**config.mk**
```make
export PLATFORM = sky130hd
export DESIGN_NAME = bcd_count_ctrl
export DESIGN_NICKNAME = d
export VERILOG_FILES = /design/src/rtl/bcd_ctrl_pkg.sv /design/src/rtl/bcd_digit_cell.sv /design/src/rtl/bcd_count_ctrl.sv
export SDC_FILE = /design/constraint.sdc
export NUM_CORES = 1
export LEC_CHECK = 0
export ABC_AREA = 1
export CORE_UTILIZATION = 58
export CTS_CLUSTER_SIZE = 20
export DETAILED_ROUTE_END_ITERATION = 10
export PLACE_DENSITY = 0.95
export SETUP_SLACK_MARGIN = 0.3
export SYNTH_ARGS = -nofsm -noshare
export SYNTH_HDL_FRONTEND = slang
export SYNTH_HIERARCHICAL = 1
export SYNTH_SLANG_ARGS = --single-unit
```
**constraint.sdc**
```tcl
create_clock -name clk -period 8.59 [get_ports clk]
set_clock_uncertainty 0.05 [all_clocks]
set_input_delay 2.577 -clock clk [delete_from_list [all_inputs] [get_ports clk]]
set_output_delay 2.577 -clock clk [all_outputs]
set_load 0.01 [all_outputs]
```
**src/rtl/bcd_ctrl_pkg.sv**
```systemverilog
// Shared types and constants for the BCD counter controller.
package bcd_ctrl_pkg;

  typedef enum logic [1:0] {
    CMD_CLEAR = 2'b00,
    CMD_LOAD  = 2'b01,
    CMD_START = 2'b10,
    CMD_STOP  = 2'b11
  } cmd_op_e;

  typedef enum logic [1:0] {
    S_IDLE,
    S_CHECK,
    S_RUN,
    S_DONE
  } state_e;

  localparam logic [3:0] BCD_MAX = 4'd9;

  function automatic logic nibble_ok(input logic [3:0] n);
    return n <= BCD_MAX;
  endfunction

endpackage

```
**src/rtl/bcd_digit_cell.sv**
```systemverilog
// One BCD digit: clear, parallel load, or single up/down step with 9<->0 wrap.
module bcd_digit_cell
  import bcd_ctrl_pkg::*;
(
  input  logic       clk,
  input  logic       rst,
  input  logic       clr,
  input  logic       ld,
  input  logic [3:0] ld_val,
  input  logic       en,
  input  logic       up,
  output logic [3:0] q,
  output logic       at_max,
  output logic       at_min
);

  always_ff @(posedge clk) begin
    if (rst || clr) begin
      q <= '0;
    end else if (ld) begin
      q <= ld_val;
    end else if (en) begin
      if (up) q <= (q == BCD_MAX) ? 4'd0 : q + 4'd1;
      else    q <= (q == 4'd0) ? BCD_MAX : q - 4'd1;
    end
  end

  assign at_max = (q == BCD_MAX);
  assign at_min = (q == 4'd0);

endmodule

```
**src/rtl/bcd_count_ctrl.sv**
```systemverilog
// Command-driven controller for a cascaded BCD up/down counter with prescaled
// stepping, validated loads and terminal-count detection.
module bcd_count_ctrl
  import bcd_ctrl_pkg::*;
#(
  parameter int unsigned NUM_DIGITS = 4,
  parameter int unsigned PRESCALE   = 10,
  parameter int unsigned AUTO_STOP  = 1
) (
  input  logic                    clk,
  input  logic                    rst,
  input  logic                    cmd_valid,
  output logic                    cmd_ready,
  input  logic [1:0]              cmd_op,
  input  logic [4*NUM_DIGITS-1:0] cmd_data,
  input  logic                    dir_up,
  output logic [4*NUM_DIGITS-1:0] count_out,
  output logic                    busy,
  output logic                    tc_pulse,
  output logic                    err_pulse
);

  localparam int unsigned PW = (PRESCALE > 1) ? $clog2(PRESCALE) : 1;
  localparam logic [PW-1:0] P_LAST = PW'(PRESCALE - 1);

  state_e                    state;
  cmd_op_e                   op;
  logic [PW-1:0]             presc;
  logic                      dir_q;
  logic [4*NUM_DIGITS-1:0]   ld_data;
  logic                      accept, tick, terminal, step, ld_ok, clr, ld;
  logic [NUM_DIGITS-1:0]     at_max, at_min, en;

  assign op        = cmd_op_e'(cmd_op);
  assign cmd_ready = (state != S_CHECK);
  assign accept    = cmd_valid && cmd_ready;
  assign tick      = (state == S_RUN) && (presc == P_LAST);
  assign terminal  = dir_q ? (&at_max) : (&at_min);
  // An accepted command discards a coincident tick; with auto-stop the
  // terminal tick freezes the count instead of wrapping it.
  assign step      = tick && !accept && !(terminal && (AUTO_STOP != 0));
  assign clr       = accept && (op == CMD_CLEAR);
  assign ld        = (state == S_CHECK) && ld_ok;

  always_comb begin
    ld_ok = 1'b1;
    for (int unsigned i = 0; i < NUM_DIGITS; i++) begin
      if (!nibble_ok(ld_data[4*i +: 4])) ld_ok = 1'b0;
    end
  end

  // Ripple enable: a digit steps only when every lower digit is at its wrap value.
  always_comb begin
    logic run;
    run = step;
    en  = '0;
    for (int unsigned i = 0; i < NUM_DIGITS; i++) begin
      en[i] = run;
      run   = run && (dir_q ? at_max[i] : at_min[i]);
    end
  end

  for (genvar g = 0; g < NUM_DIGITS; g++) begin : g_digit
    bcd_digit_cell u_digit (
      .clk    (clk),
      .rst    (rst),
      .clr    (clr),
      .ld     (ld),
      .ld_val (ld_data[4*g +: 4]),
      .en     (en[g]),
      .up     (dir_q),
      .q      (count_out[4*g +: 4]),
      .at_max (at_max[g]),
      .at_min (at_min[g])
    );
  end

  always_ff @(posedge clk) begin
    if (rst) begin
      state     <= S_IDLE;
      presc     <= '0;
      dir_q     <= 1'b1;
      ld_data   <= '0;
      busy      <= 1'b0;
      tc_pulse  <= 1'b0;
      err_pulse <= 1'b0;
    end else begin
      tc_pulse  <= 1'b0;
      err_pulse <= 1'b0;
      if (accept) begin
        case (op)
          CMD_CLEAR: begin
            state <= S_IDLE;
            presc <= '0;
            busy  <= 1'b0;
          end
          CMD_LOAD: begin
            ld_data <= cmd_data;
            state   <= S_CHECK;
            presc   <= '0;
            busy    <= 1'b0;
          end
          CMD_START: begin
            dir_q <= dir_up;
            presc <= '0;
            state <= S_RUN;
            busy  <= 1'b1;
          end
          default: begin
            if (state == S_RUN) begin
              state <= S_IDLE;
              presc <= '0;
              busy  <= 1'b0;
            end
          end
        endcase
      end else begin
        case (state)
          S_CHECK: begin
            err_pulse <= !ld_ok;
            state     <= S_IDLE;
          end
          S_RUN: begin
            if (tick) begin
              presc <= '0;
              if (terminal) begin
                tc_pulse <= 1'b1;
                if (AUTO_STOP != 0) begin
                  state <= S_DONE;
                  busy  <= 1'b0;
                end
              end
            end else begin
              presc <= presc + PW'(1);
            end
          end
          default: ;
        endcase
      end
    end
  end

endmodule

```
==> impl_metrics.ini <==
[run_status]
outcome = finished, final reports clean

[place]
dp_hpwl_mm = 4.74
globalplace.congestion = 0.894
placedCellCount = 499
place_area_sq_mm = 0.00310
port_buffers = 41

[global_routing]
grt_pass1_vias = 2430
grt_usage_pct = 27.5
grt-ovfl-total = 0
antenna_found_initial = 0
grt_pass1_wl_mm = 10.7
grt_max_degree = 29

[synth]
synth_cell_types = 29
avgSynthCellArea_sq_um = 6.47
yosys_warnings = 6
syn_area_sq_mm = 0.00264
syn-instance-count = 408
yosysSeqAreaShare_pct = 31.8
syn_nets = 432
ys_ff_latch = 42

[floorplanning]
die_h_um = 69.5
io-pin-count = 42
die-width_um = 69.5
core_area_sq_mm = 0.00435
die_area_sq_mm = 0.00483
rows = 24
start_util_pct = 60.7

[route]
wl_per_cell_um = 12.3
initialDrtViolationCount = 292
wirelength_mm = 6.22
drtPass1Iterations = 5
num_vias = 2762
ant_nets = 0
vias_per_cell = 5.45
route.detailed.drc = 0

[clock_network]
post_cts_resized = 0
htree_levels = 2
clock-sinks = 42
cts_buffers = 5
clk_latency_ns = 0.30
clockBufferDepth = 2
clk_pin_slew_ns = 0.08
hold_buffers = 0
root_buffer = clkbuf_8
cts_setup_buffers = 0
cts_tree = yes

[critical_path]
arrival_ns = 4.32
cp_max_fo = 17
cpPeakStageDelay_ns = 0.57
crit_path_start_kind = primary input
path_common_cell = inv_1
slowest_stage = nor3_4
criticalPathCategory = primary input to flop
cp-end-kind = flop
cp.required_ns = 8.79
path_cells = clkdlybuf4s50_1, inv_1, nor3_4, inv_4, a21oi_1, nand2_1, inv_1

[timing]
setup_viol = 0
post-route-period-util_pct = 48.0
relSlewSlack_pct = 57.4
max_slew.worst_pin.slew_ns = 0.638
hold_viol_final = 0
rsz0062_at_grt = false
fmax_ghz = 0.243
period_needed_ns = 4.12
slew_violations = 0
tns_ns = 0

[hold_path]
hold_path_class = flop to flop

[finish]
layout-drive-gt1-share_pct = 12.3
antenna_cells = 0
area_delta_synth_final_pct = 21.6
fin_cells = 507
final_common_cell = nand2_1
final_cell_mix = 115 x nand2_1, 46 x inv_1, 42 x nor2_1, 42 x dfxtp_1, 41 x clkdlybuf4s50_1
nNetsFinal = 478
fin_area_sq_mm = 0.00321
fillCellCount = 327

[power]
leakage_nw = 1.55
powerDensity_mw_per_mm2 = 137
power.total_uw = 439
vdd_ir_drop_max_mv = 0.117

[run]
cap_violations = 0
-- critical path: cells and delay by family --
kind | cells | cell delay [ns]
compound gates | 1 | 0.20
buf+inv | 4 | 0.90
simple gates | 2 | 0.64
-- power breakdown --
group | internal [mW] | total [mW] | switching [mW]
registers | 0.203 | 0.212 | 0.00945
logic | 0.0325 | 0.0738 | 0.0413
clock network | 0.0870 | 0.152 | 0.0655
-- Yosys cell counts --
master / instances / share of area (%)
o21ai_0: 10 / 1.9
nand2_2: 5 / 1.2
and3_1: 1 / 0.24
nand2_4: 2 / 0.85
nand4_1: 9 / 2.1
nand3_1: 24 / 4.5
nor4_1: 1 / 0.24
ha_1: 2 / 0.95
inv_1: 46 / 6.5
nor2_4: 4 / 1.7
nor3_1: 11 / 2.1
nand3b_1: 1 / 0.28
nor2_2: 18 / 4.3
a21oi_1: 16 / 3.0
a21boi_0: 1 / 0.28
o211ai_1: 4 / 1.1
nor2_1: 42 / 6.0
inv_4: 1 / 0.24
o21ai_1: 18 / 3.4
inv_2: 9 / 1.3
bufinv_8: 4 / 2.7
o21a_1: 2 / 0.57
buf_6: 2 / 0.85
nor3_4: 1 / 0.62
dfxtp_1: 42 / 32
nand2_1: 115 / 16
a21oi_2: 4 / 1.3
buf_1: 1 / 0.14
a22oi_1: 12 / 3.4
-- state kept, by name, summed over array words and instances, names as in the netlist --
signal             cells
presc                  4
ld_data               16
g_digit.u_digit/q     16
state                  2
dir_q                  1
busy                   1
err_pulse              1
tc_pulse               1
-- cells by family after synthesis --
group | Yosys count | share of synthesized area, %
DFF | 42 | 31.8
buffers and inverters | 63 | 11.7
AOI/OAI and AO/OA | 67 | 15.1
and+or+nand+nor | 234 | 40.5
adders and majority gates | 2 | 0.947
-- per-stage QoR --
step	util, %	setup WS [ns]	hold slack (ns)
after floorplan	-	4.93	0.412
after global placement	71.3	4.27	0.427
after detailed placement	71.3	4.17	0.435
after CTS	73.7	4.48	0.458
after global routing	73.7	4.37	0.490
final	73.7	4.47	0.457
-- metal layers --
| layer | track usage, % | vias to the layer above | wire length, um |
|---|---|---|---|
| li1 | - | 1412 | - |
| met1 | 36.8 | 1237 | 2820 |
| met2 | 43.8 | 97 | 2890 |
| met3 | 4.36 | 16 | 350 |
| met4 | 11.8 | 0 | 158 |
| met5 | 0 | - | 0 |
-- layout make-up --
type | count | area [sq um] | share of cell area [%]
Clock buffer | 7 | 76.3 | 2.38
Clock inverter | 1 | 30.0 | 0.935
Inverter | 60 | 283 | 8.81
Sequential cell | 42 | 841 | 26.2
Tap cell | 52 | 65.1 | 2.03
Multi-Input combinational cell | 303 | 1500 | 46.6
Timing Repair Buffer | 42 | 418 | 13.0
-- path summary, 6_finish.rpt --
| path | start | end | slack, ns | cells past startpoint |
|---|---|---|---|---|
| worst max-delay path | cmd_op[0] | state[0]$_SDFFE_PP0P_ | 4.47 | 7 |
| worst min-delay path | busy$_SDFFE_PP0P_ | busy$_SDFFE_PP0P_ | 0.46 | 2 |
| worst max register to register | g_digit[0].u_digit/q[0]$_SDFFE_PP0P_ | g_digit[1].u_digit/q[0]$_SDFFE_PP0P_ | 6.37 | 17 |
| worst min register to register | busy$_SDFFE_PP0P_ | busy$_SDFFE_PP0P_ | 0.46 | 2 |
No activity file was read; power rests on OpenSTA's default activity.
